===== config.mk =====
export PLATFORM = sky130hd
export DESIGN_NAME = r4_fft_seq_ctrl
export DESIGN_NICKNAME = d
export VERILOG_FILES = /design/src/rtl/r4_fft_seq_ctrl.sv
export SDC_FILE = /design/constraint.sdc
export NUM_CORES = 1
export LEC_CHECK = 0
export ABC_AREA = 1
export BUFFER_PORTS_ARGS = -buffer_cell sky130_fd_sc_hd__buf_4
export CORE_ASPECT_RATIO = 1.1
export CORE_MARGIN = 3
export CORE_UTILIZATION = 52
export CTS_CLUSTER_DIAMETER = 100
export CTS_CLUSTER_SIZE = 25
export DETAILED_ROUTE_END_ITERATION = 8
export PLACE_DENSITY = 0.83
export SETUP_SLACK_MARGIN = 0.02
export SLEW_MARGIN = 15
export SYNTH_ARGS = -nofsm -noshare
export SYNTH_HDL_FRONTEND = slang
export SYNTH_SLANG_ARGS = --single-unit

===== constraint.sdc =====
create_clock -name clk_sys -period 2.4 [get_ports clk_sys]
set_input_delay 0.24 -clock clk_sys [delete_from_list [all_inputs] [get_ports clk_sys]]
set_output_delay 0.24 -clock clk_sys [all_outputs]
set_load 0.03 [all_outputs]

===== src/rtl/r4_fft_seq_ctrl.sv =====
// Front-end sequencer for the radix-4 pipeline FFT chain: gates and registers the
// input sample stream, generates unit-0 syncs and tracks job completion at the tail.
module r4_fft_seq_ctrl #(
   parameter int MAN_WIDTH = 16,
   parameter int EXP_WIDTH = 6,
   parameter int LDN_MIN   = 2,
   parameter int LDN_MAX   = 11,
   parameter int DRAIN_TO  = 8192
) (
   input  logic                 clk_sys,
   input  logic                 rst_sys_n,
   input  logic                 start_i,
   input  logic [3:0]           ldn_i,
   input  logic [7:0]           nblk_i,
   input  logic                 in_val_i,
   output logic                 in_ready_o,
   input  logic [MAN_WIDTH-1:0] in_real_i,
   input  logic [MAN_WIDTH-1:0] in_imag_i,
   input  logic [EXP_WIDTH-1:0] in_exp_i,
   output logic                 block_sync_o,
   output logic                 stage_sync_o,
   output logic                 data_val_o,
   output logic [MAN_WIDTH-1:0] data_real_o,
   output logic [MAN_WIDTH-1:0] data_imag_o,
   output logic [EXP_WIDTH-1:0] data_exp_o,
   output logic [3:0]           ldn_rg_o,
   input  logic                 tail_val_i,
   output logic                 busy_o,
   output logic                 done_o,
   output logic [1:0]           err_o
);

   localparam int SW = LDN_MAX;
   localparam int OW = 20;
   localparam int DW = $clog2(DRAIN_TO) + 1;
   localparam logic [3:0]    L_MIN   = 4'(LDN_MIN);
   localparam logic [3:0]    L_MAX   = 4'(LDN_MAX);
   localparam logic [DW-1:0] TO_LAST = DW'(DRAIN_TO - 1);

   typedef enum logic [1:0] {S_IDLE, S_RUN, S_DRAIN} state_t;

   state_t              r_state, w_state_nxt;
   logic [3:0]          r_ldn;
   logic [7:0]          r_nblk;
   logic [SW-1:0]       r_samp;
   logic [7:0]          r_blk;
   logic [OW-1:0]       r_out;
   logic [DW-1:0]       r_drain;
   logic [1:0]          r_err;
   logic                r_val, r_stage, r_block, r_done;
   logic [MAN_WIDTH-1:0] r_real, r_imag;
   logic [EXP_WIDTH-1:0] r_exp;

   logic                w_cfg_ok, w_start, w_accept;
   logic                w_samp_last, w_blk_last, w_job_last;
   logic                w_total_hit, w_to_hit, w_done_nxt, w_to_nxt;
   logic [SW:0]         w_n;
   logic [SW-1:0]       w_nm1;
   logic [OW-1:0]       w_total;

   assign w_cfg_ok    = (ldn_i >= L_MIN) && (ldn_i <= L_MAX) && (nblk_i != 8'd0);
   assign w_start     = start_i && (r_state == S_IDLE);
   assign w_accept    = in_val_i && (r_state == S_RUN);

   // N-1 from the latched ldn; for ldn = LDN_MAX the low bits of N are zero and wrap to all ones.
   assign w_n         = {{SW{1'b0}}, 1'b1} << r_ldn;
   assign w_nm1       = w_n[SW-1:0] - {{(SW-1){1'b0}}, 1'b1};
   assign w_total     = OW'(r_nblk) << r_ldn;

   assign w_samp_last = (r_samp == w_nm1);
   assign w_blk_last  = (r_blk == (r_nblk - 8'd1));
   assign w_job_last  = w_accept && w_samp_last && w_blk_last;
   assign w_total_hit = (r_out == w_total);
   assign w_to_hit    = (r_drain == TO_LAST);

   always_ff @(posedge clk_sys or negedge rst_sys_n) begin
      if (!rst_sys_n) r_state <= S_IDLE;
      else            r_state <= w_state_nxt;
   end

   always_comb begin
      w_state_nxt = r_state;
      w_done_nxt  = 1'b0;
      w_to_nxt    = 1'b0;
      case (r_state)
         S_IDLE:  if (start_i && w_cfg_ok) w_state_nxt = S_RUN;
         S_RUN:   if (w_job_last) w_state_nxt = S_DRAIN;
         S_DRAIN: begin
            // Completion wins over a timeout landing on the same cycle.
            if (w_total_hit) begin
               w_state_nxt = S_IDLE;
               w_done_nxt  = 1'b1;
            end else if (w_to_hit) begin
               w_state_nxt = S_IDLE;
               w_to_nxt    = 1'b1;
            end
         end
         default: w_state_nxt = S_IDLE;
      endcase
   end

   always_ff @(posedge clk_sys or negedge rst_sys_n) begin
      if (!rst_sys_n) begin
         r_ldn   <= '0;
         r_nblk  <= '0;
         r_samp  <= '0;
         r_blk   <= '0;
         r_out   <= '0;
         r_drain <= '0;
         r_err   <= '0;
         r_val   <= 1'b0;
         r_stage <= 1'b0;
         r_block <= 1'b0;
         r_done  <= 1'b0;
         r_real  <= '0;
         r_imag  <= '0;
         r_exp   <= '0;
      end else begin
         r_val   <= w_accept;
         r_stage <= w_accept && (r_samp == '0);
         r_block <= w_accept && (r_samp == '0) && (r_blk == '0);
         r_done  <= w_done_nxt;

         if (w_accept) begin
            r_real <= in_real_i;
            r_imag <= in_imag_i;
            r_exp  <= in_exp_i;
            if (w_samp_last) begin
               r_samp <= '0;
               r_blk  <= w_blk_last ? 8'd0 : r_blk + 8'd1;
            end else begin
               r_samp <= r_samp + {{(SW-1){1'b0}}, 1'b1};
            end
         end

         // Tail pulses count from RUN onward since the pipeline may emit before input ends.
         if (r_state != S_IDLE && tail_val_i) r_out <= r_out + {{(OW-1){1'b0}}, 1'b1};

         if (r_state == S_DRAIN) r_drain <= r_drain + {{(DW-1){1'b0}}, 1'b1};
         else                    r_drain <= '0;

         if (w_start) begin
            if (w_cfg_ok) begin
               r_ldn  <= ldn_i;
               r_nblk <= nblk_i;
               r_samp <= '0;
               r_blk  <= '0;
               r_out  <= '0;
               r_err  <= 2'b00;
            end else begin
               r_err  <= 2'b01;
            end
         end

         if (w_to_nxt) r_err <= 2'b10;
      end
   end

   assign in_ready_o   = (r_state == S_RUN);
   assign busy_o       = (r_state != S_IDLE);
   assign block_sync_o = r_block;
   assign stage_sync_o = r_stage;
   assign data_val_o   = r_val;
   assign data_real_o  = r_real;
   assign data_imag_o  = r_imag;
   assign data_exp_o   = r_exp;
   assign ldn_rg_o     = r_ldn;
   assign done_o       = r_done;
   assign err_o        = r_err;

endmodule


==> metrics, run 1 <==
Slew HR 66.1%; WL met1 7.21 mm; Setup WS post-layout 0.0872 ns; Clock Latency Late Sink 0.36 ns; Final Util 65.7%; synth unique cells 34; Worst Reg-to-Reg Cells 16; via count 6,476; Final Skew 0.00647 ns; synthesized flop and latch total 111; startpoint types register; R2R setup slack 0.09 ns; static leakage 0.00432 uW; drt first pass iters 5; Synth Instances 929; area delta synth->final 22.8%; status finished, final reports clean; dpl ws 0.0303 ns; die height 123 um; Post-synth EDFFs 0; # diodes 0; CTS buffer count 9; max_cap viols 0; routed vias/inst 5.38; pin count of the biggest net entering global routing 54; WL final 17.2 mm; I/O pin cnt 105; Power Dens Cells 525 mW/mm^2; unrepaired setup endpoints after global routing true; top_reg_cell synth dfrtp_1; area of the core 0.0121 mm^2; WL/cell 14.3 um; post-route ant nets 0; Finished Layout Cells 1,203; syn avg cell area 6.96 um^2; Worst Path Required 2.65 ns; setup violators final 0; number of synthesis warnings 0; Longest Clk Path Bufs 2; CTS H-tree depth 3; CTS tree built; reg2reg end r_blk[0]$_DFF_PN0_; Die Area 0.0138 mm^2; DRC viols 0; critical-path maximum fanout 8; Final nets 1,108; Hold Fails Final Rpt 0; CP Capture Type register; max layer used met4; global route overflow 0; CTS sink cnt 111; vias in the first global route 5,985; share of layout cells above drive strength 1 17.4%; first-pass GRT wire length 28.1 mm; fraction of registers with async set/reset 100%; critical path type reg -> reg; highest clock rate 432 MHz; GPL Wtd Cong 0.970; Clk pin slew, worst setup/hold paths 0.08 ns; worst hold path startpoint in_imag_i[2]; # rows 42; reg-to-reg startpoint ldn_rg_o[3]$_DFFE_PN0P_; initial antenna violation count 0; DR WL met2 8.20 mm; Detail Placement HPWL 12.6 mm; Worst Hold End data_imag_o[2]$_DFFE_PN0P_; final hold slack 0.0705 ns; Slew @ Worst Pin 0.504 ns; Initial Util 53.5%; initial drt markers 688; minimum clock period after layout 2.31 ns; Root Driver clkbuf_16; hold path cells 3; Post-Syn Area 0.00647 mm^2; Seq/Total Area, Yosys 43.0%; period utilization 96.4%; Total Routing Usage GR 25.2%; WL met3 1.32 mm; worst hold path type in -> reg; Port Buffers 104; die width 112 um; Inst Count DP 1,185; Slew Limit Fails 0; WP data arrival 2.56 ns; VDD IR-drop max 0.407 mV; Syn Nets 992
-- critical path: stages (launching register included) --
cell and delay [ns]:
dfrtp_2 0.43, nor2_4 0.16, nand3_2 0.11, ha_4 0.19, inv_1 0.07, nand2_1 0.05
nand2_1 0.09, inv_1 0.06, nand2_1 0.06, nand2_1 0.04, nor2_1 0.12, nand3_1 0.11
nor2_2 0.13, nand3_4 0.17, buf_4 0.20, xor2_1 0.14, nor2_1 0.06
-- layer usage --
metal | vias up | track usage, %
li1 | 3205 | -
met1 | 2978 | 32.9
met2 | 252 | 41.9
met3 | 41 | 4.55
met4 | 0 | 10.5
met5 | - | 0
-- layout by cell type (no fill, tap or decap), drive strengths merged --
master       count
dfrtp          111
buf            128
o21ai           32
nand3           95
nor3b           12
ha               8
o21a             1
or2              3
inv            101
clkinv           3
nand3b           2
a21oi           21
dlygate4sd3      1
bufinv           1
xnor2            2
nor3            21
clkinvlp         1
nor4             5
nor2            89
a31oi            2
clkbuf           9
nand4           22
a221oi           1
xor2            20
nand2          354
o211ai           3
a2bb2oi          1
-- Yosys cell counts (3+ instances only) --
cell type / n / area, um^2
nand4_1: 22 / 138
nor3b_1: 12 / 90.1
inv_2: 6 / 22.5
o211ai_1: 3 / 22.5
nor2_4: 3 / 33.8
xor2_1: 20 / 175
nand3_1: 94 / 470
a21oi_1: 21 / 105
nor2_1: 84 / 315
nand2_1: 352 / 1320
clkbuf_1: 14 / 52.6
o21ai_1: 3 / 15.0
buf_1: 3 / 11.3
o21ai_0: 29 / 145
ha_1: 8 / 100
nor3_1: 19 / 95.1
buf_2: 5 / 25.0
inv_1: 92 / 345
dfrtp_1: 111 / 2780
nor4_1: 5 / 31.3
-- metrics by stage --
step / TNS (ns) / instance area [um^2] / power, uW
after global placement: 0 / 7540 / 2620
after global routing: -0.747 / 7940 / 4370
after detailed placement: 0 / 7540 / 2630
after floorplan: -0.0324 / 6510 / 2420
after CTS: 0 / 7850 / 4200
final: 0 / 7940 / 4170
-- repair_timing --
item                                    CTS  global route
hold endpoints to repair                 24             0
hold buffers                              1             0
resized for setup                         0            20
buffers inserted                          0             2
endpoints found under the setup margin    0            23
-- area by class of cell --
cell class	instances	area, um^2
Timing Repair Buffer	129	983
Clock inverter	6	77.6
Sequential cell	111	2780
Clock buffer	9	225
Fill cell	1069	4150
Tap cell	154	193
Multi-Input combinational cell	694	3300
Inverter	100	380
-- worst max-delay path by stage --
| stage | from | endpoint | cells after the start |
|---|---|---|---|
| after floorplan | ldn_rg_o[3]$_DFFE_PN0P_ | r_blk[4]$_DFF_PN0_ | 18 |
| after global placement | ldn_rg_o[2]$_DFFE_PN0P_ | r_samp[0]$_DFF_PN0_ | 14 |
| after detailed placement | ldn_rg_o[2]$_DFFE_PN0P_ | r_samp[6]$_DFF_PN0_ | 14 |
| after CTS | ldn_rg_o[2]$_DFFE_PN0P_ | r_samp[6]$_DFF_PN0_ | 14 |
| after global routing | ldn_rg_o[3]$_DFFE_PN0P_ | r_blk[0]$_DFF_PN0_ | 15 |
| final | ldn_rg_o[3]$_DFFE_PN0P_ | r_blk[0]$_DFF_PN0_ | 16 |
-- power breakdown --
group	switching (uW)	internal (uW)	total, uW
clock	736	825	1560
combinational	291	219	510
sequential	132	1960	2100
total	1160	3010	4170
-- registers in the layout, summed over array words and instances (netlist names) --
name	count
data_imag_o	16
block_sync_o	1
r_state	2
stage_sync_o	1
r_nblk	8
ldn_rg_o	4
data_exp_o	6
done_o	1
data_real_o	16
data_val_o	1
r_out	20
r_blk	8
r_drain	14
r_samp	11
err_o	2
-- kinds of logic after synthesis --
logic type | share of synthesized area [%]
compound gates | 5.03
fa+ha+maj | 1.55
flops | 43.0
buf+inv | 7.53
xor+xnor | 2.98
simple gates | 40.0
(Power assumes the default switching activity.)
==> inputs of run 2 (changes only) <==
--- a/config.mk
+++ b/config.mk
@@ -8,12 +8,10 @@
 export ABC_AREA = 1
 export BUFFER_PORTS_ARGS = -buffer_cell sky130_fd_sc_hd__buf_4
 export CORE_ASPECT_RATIO = 1.1
-export CORE_MARGIN = 3
-export CORE_UTILIZATION = 52
+export CORE_UTILIZATION = 35
 export CTS_CLUSTER_DIAMETER = 100
 export CTS_CLUSTER_SIZE = 25
 export DETAILED_ROUTE_END_ITERATION = 8
-export PLACE_DENSITY = 0.83
 export SETUP_SLACK_MARGIN = 0.02
 export SLEW_MARGIN = 15
 export SYNTH_ARGS = -nofsm -noshare
==> run 2 against run 1 <==
  * Fmax grew 0.95%
  * Non-clock buffer count shrank 3
  * Via count shrank 4.2%
  * Sequential power is essentially flat
  * Setup slack gained 0.022 ns
  * Critical endpoint unchanged
  * Highest routed layer unchanged
==> metrics, run 2 (synthesis gave the netlist of run 1 again) <==
CTS tree built; Port Buffers 104; vias in the first global route 5,850; Finished Layout Cells 1,285; share of layout cells above drive strength 1 17.2%; WL final 17.8 mm; Crit path top cell by count nor2_2; I/O pin cnt 105; Inst Count DP 1,267; # diodes 0; Slew Limit Fails 0; Total Routing Usage GR 19.4%; WP data arrival 2.58 ns; fin area 0.00801 mm^2; pin count of the biggest net entering global routing 59; Worst Path Required 2.69 ns; DP Area 0.00763 mm^2; Hold Fails Final Rpt 0; area of the core 0.0179 mm^2; setup violators final 0; crit path buf inv count 2; most common cell after layout, fill and taps aside nand2_1; Slew @ Worst Pin 0.455 ns; worst hold path type in -> reg; CTS buffer count 9; Detail Placement HPWL 13.2 mm; max_cap viols 0; initial drt markers 413; # fillers 1,884; CTS sink cnt 111; CP Capture Type register; Reg with most FFs r_out; CP peak stage delay 0.43 ns; Clk pin slew, worst setup/hold paths 0.08 ns; Die Area 0.0190 mm^2; GPL Wtd Cong 0.914; die height 145 um; max FFs per register 20; Slew HR 69.4%; VDD IR-drop max 0.331 mV; startpoint types register; post-route ant nets 0; Clock Latency Late Sink 0.36 ns; area delta synth->final 23.9%; Longest Clk Path Bufs 2; CP delay by family, top simple AND/OR/NAND/NOR gates; Power Dens Cells 525 mW/mm^2; Final nets 1,105; R2R setup slack 0.11 ns; drt first pass iters 4; minimum clock period after layout 2.29 ns; highest clock rate 437 MHz; most frequent cells in the layout nand2_1 (348), buf_4 (123), dfrtp_1 (107); WL/cell 13.9 um; CTS H-tree depth 3; routed vias/inst 4.83; dpl ws -0.00607 ns; global route overflow 0; critical path type reg -> reg; die width 132 um; static leakage 0.00430 uW; first-pass GRT wire length 29.2 mm; Root Driver clkbuf_16; DRC viols 0; CP max stage cell dfrtp_2; initial antenna violation count 0; period utilization 95.5%; unrepaired setup endpoints after global routing true; status finished, final reports clean; # rows 51; Setup WS post-layout 0.109 ns; via count 6,206; Initial Util 36.2%; critical-path maximum fanout 8; Final Skew 0.0105 ns; worst-path cell chain nor2_4 -> nand3_2 -> ha_4 -> inv_2 -> nand2_2 -> nand2_2 -> nor2_2 -> nand3_1 -> nor2_2 -> nand3_1 -> nor2_2 -> nand3_4 -> buf_6 -> xor2_1 -> nor2_1
[run 2: worst min-delay path: stages]
cell and delay (ns):
buf_4 0.07, nand2_1 0.04, nand2_1 0.04
[run 2: power by group]
group	total (uW)	internal (uW)	switching (uW)	leakage (uW)
sequential	2100	1960	132	0.00137
clock	1600	833	763	0.000151
combinational	512	218	294	0.00278
[run 2: path summary, 6_finish.rpt]
check,startpoint,to,cells after the start
setup / recovery,ldn_rg_o[3]$_DFFE_PN0P_,r_blk[0]$_DFF_PN0_,15
hold reg to reg,r_drain[0]$_DFF_PN0_,r_drain[0]$_DFF_PN0_,1
max in group asynchronous,rst_sys_n,ldn_rg_o[2]$_DFFE_PN0P_,3
min in group asynchronous,rst_sys_n,r_nblk[6]$_DFFE_PN0P_,2
setup reg to reg,ldn_rg_o[3]$_DFFE_PN0P_,r_blk[0]$_DFF_PN0_,15
hold / removal,in_exp_i[4],data_exp_o[4]$_DFFE_PN0P_,3
[run 2: metal layers]
layer | GRT usage (%) | vias to the layer above | share of wire (%)
met5 | 0 | - | 0
met4 | 6.55 | 0 | 1.8
met3 | 3.51 | 21 | 4.8
met2 | 32.7 | 163 | 46
met1 | 25.2 | 2846 | 47
li1 | - | 3176 | -
[run 2: timing repair]
action	in CTS	in global routing
buffers inserted	0	1
hold buffers	1	0
gates resized for setup	1	18
endpoints found under the setup margin	9	22
pin swaps	0	11
endpoints found under the hold margin	24	0
gates cloned	0	0
[run 2: through the flow]
step           hold WS, ns   TNS, ns  utilization [%]  power (uW)
2_1_floorplan      -0.0556   -0.0324                -        2420
3_3_place_gp         0.184         0             42.7        2630
3_5_place_dp         0.190  -0.00973             42.7        2640
4_1_cts             0.0575         0             44.5        4260
5_1_grt             0.0683    -0.256             44.8        4420
6_report            0.0686         0             44.8        4200
[run 2: cell type report]
cell class | instances | area (um^2) | share of cell area [%]
Clock inverter | 6 | 75.1 | 0.937
Inverter | 100 | 378 | 4.72
Multi-Input combinational cell | 694 | 3280 | 41.0
Tap cell | 238 | 298 | 3.72
Timing Repair Buffer | 126 | 965 | 12.0
Clock buffer | 10 | 229 | 2.86
Sequential cell | 111 | 2780 | 34.7
==> inputs of run 3 (changes only) <==
--- a/config.mk
+++ b/config.mk
@@ -12,6 +12,7 @@
 export CTS_CLUSTER_DIAMETER = 100
 export CTS_CLUSTER_SIZE = 25
 export DETAILED_ROUTE_END_ITERATION = 8
+export GPL_TIMING_DRIVEN = 0
 export SETUP_SLACK_MARGIN = 0.02
 export SLEW_MARGIN = 15
 export SYNTH_ARGS = -nofsm -noshare
==> run 3 against run 2 <==
  * The run now ends with setup timing left
  * Final area rose by 2.4%
  * Critical path depth grew 2
  * Sequential cell count unchanged
  * Clock skew increased by 0.00083 ns
  * Largest power group unchanged
  * Sequential share of layout area fell by 0.82 points
  * Wire length is 2.2% lower
==> metrics, run 3 (synthesis gave the netlist of run 1 again) <==
Worst Path Required 2.65 ns; critical path depth in cells 17; Total Routing Usage GR 19.5%; final hold slack 0.0652 ns; GR peak layer met2; highest clock rate 403 MHz; Slew HR 54.5%; Detail Placement HPWL 12.8 mm; Reg with most FFs r_out; dpl ws -0.437 ns; I/O pin cnt 105; Crit path top cell by count nor2_4; Hold Fails Final Rpt 0; Slew Limit Fails 0; area delta synth->final 26.9%; Finished Layout Cells 1,302; Root Driver clkbuf_16; WL/cell 13.4 um; via count 6,281; GPL Wtd Cong 0.896; status finished, violations left; # fillers 1,814; DRC viols 0; Clk pin slew, worst setup/hold paths 0.08 ns; WP data arrival 2.73 ns; failing checks setup timing; area of the core 0.0179 mm^2; Worst Setup SP ldn_rg_o[1]$_DFFE_PN0P_; Initial Util 36.2%; drt first pass iters 5; met1 Resource Use GR 25.7%; Slew @ Worst Pin 0.682 ns; Clock Latency Late Sink 0.36 ns; M2 GR Usage 32.1%; setup violators final 15; WL final 17.4 mm; CTS tree built; Seq pwr share 47.2%; CTS sink cnt 111; Final nets 1,122; CP delay by family, top simple AND/OR/NAND/NOR gates; critical-path maximum fanout 10; die height 145 um; met3 usage 3.65%; CTS H-tree depth 3; critical path type reg -> reg; VDD IR-drop max 0.380 mV; global route overflow 0; initial drt markers 441; final setup TNS -0.549 ns; Longest Clk Path Bufs 2; Port Buffers 104; CP Capture Type register; CP peak stage delay 0.42 ns; # rows 51; internal cell power 3230 uW; vias in the first global route 6,019; Worst Reg-to-Reg Cells 17; most frequent cells in the layout nand2_1 (346), buf_4 (119), dfrtp_1 (107); static leakage 0.00435 uW; Comb power frac 11.8%; minimum clock period after layout 2.48 ns; Clock Power Share 40.9%; post-route ant nets 0; startpoint types register; worst-path cell chain buf_6 -> nor2_4 -> nand2_4 -> ha_4 -> inv_2 -> nand2_2 -> nand2_2 -> nor2_1 -> nand3_1 -> nor2_2 -> nand3_1 -> nor2_2 -> nand3_4 -> nor2_4 -> nor2_4 -> inv_2 -> nor3_1; most common cell after layout, fill and taps aside nand2_1; die width 132 um; max_cap viols 0; max FFs per register 20; sw frac 26.7%; Inst Count DP 1,272; Power Dens Cells 537 mW/mm^2; share of layout cells above drive strength 1 17.7%; crit path buf inv count 3; R2R setup slack -0.08 ns; CTS buffer count 9; Setup WS post-layout -0.0802 ns; Final Skew 0.0113 ns; pin count of the biggest net entering global routing 78; worst hold path type in -> reg; CP max stage cell dfrtp_2; routed vias/inst 4.82; reg-to-reg startpoint ldn_rg_o[1]$_DFFE_PN0P_; period utilization 103%; Critical path destination r_blk[2]$_DFF_PN0_; initial antenna violation count 0; # diodes 0; Die Area 0.0190 mm^2; first-pass GRT wire length 29.6 mm; PnR Total Power 4410 uW; unrepaired setup endpoints after global routing true; Psw 1180 uW; reg2reg end r_blk[2]$_DFF_PN0_
[run 3: cell types whose count changed in the layout (fill, tap and decap cells not counted), sizes merged]
cell / delta
clkinvlp: +1
clkbuf: +13
bufinv: +2
clkinv: +1
inv: -3
buf: +3
[run 3: timing repair]
action,in CTS,in global routing
pin swaps,8,14
gates resized for setup,12,23
endpoints found under the setup margin,29,26
endpoints found under the hold margin,34,0
hold buffers,1,0
buffers inserted,7,8
[run 3: worst register-to-register path, stage by stage (launching register included)]
cell,delay (ns)
dfrtp_2,0.42
buf_6,0.16
nor2_4,0.15
nand2_4,0.09
ha_4,0.28
inv_2,0.04
nand2_2,0.06
nand2_2,0.05
nor2_1,0.09
nand3_1,0.09
nor2_2,0.13
nand3_1,0.10
nor2_2,0.16
nand3_4,0.14
nor2_4,0.23
nor2_4,0.07
inv_2,0.07
nor3_1,0.04
[run 3: stage by stage]
step                      util (%)  area (um^2)
after floorplan                  -         6510
after global placement        42.5         7590
after detailed placement      42.6         7620
after CTS                     45.2         8080
after global routing          45.9         8200
final                         45.9         8200
[run 3: how the worst min path moves through the flow]
stage                        from  slack, ns                           to  cells past startpoint
CTS                  in_real_i[3]       0.06   data_real_o[3]$_DFFE_PN0P_                      3
floorplan               rst_sys_n      -0.06       block_sync_o$_DFF_PN0_                      0
global route         in_real_i[3]       0.06   data_real_o[3]$_DFFE_PN0P_                      3
global placement    in_real_i[13]       0.43  data_real_o[13]$_DFFE_PN0P_                      3
detailed placement      rst_sys_n       0.17        r_nblk[6]$_DFFE_PN0P_                      1
finish               in_imag_i[9]       0.07   data_imag_o[9]$_DFFE_PN0P_                      3
[run 3: final cells by class]
cell class              instances  area [um^2]  share of cell area (%)
well taps                     238          298                    3.63
plain buffers                  22          104                    1.27
inverters                     100          384                    4.68
repair buffers                121          935                    11.4
clock inverters                 7          140                    1.71
clock buffers                   9          225                    2.75
flip-flops and latches        111         2780                    33.9
multi-input cells             694         3340                    40.7
[run 3: layer usage]
layer  vias to the layer above  wire [um]
met2                       143       7990
met4                         0        448
met3                        28        826
li1                       3221          -
met1                      2889       8160
met5                         -          0
[run 3: power groups by stage]
stage / clock network, uW / logic, uW / registers, uW
floorplan: 0 / 337 / 2080
global placement: 0 / 500 / 2120
detailed placement: 0 / 518 / 2120
CTS: 1850 / 522 / 2080
global route: 1920 / 609 / 2100
finish: 1800 / 520 / 2080
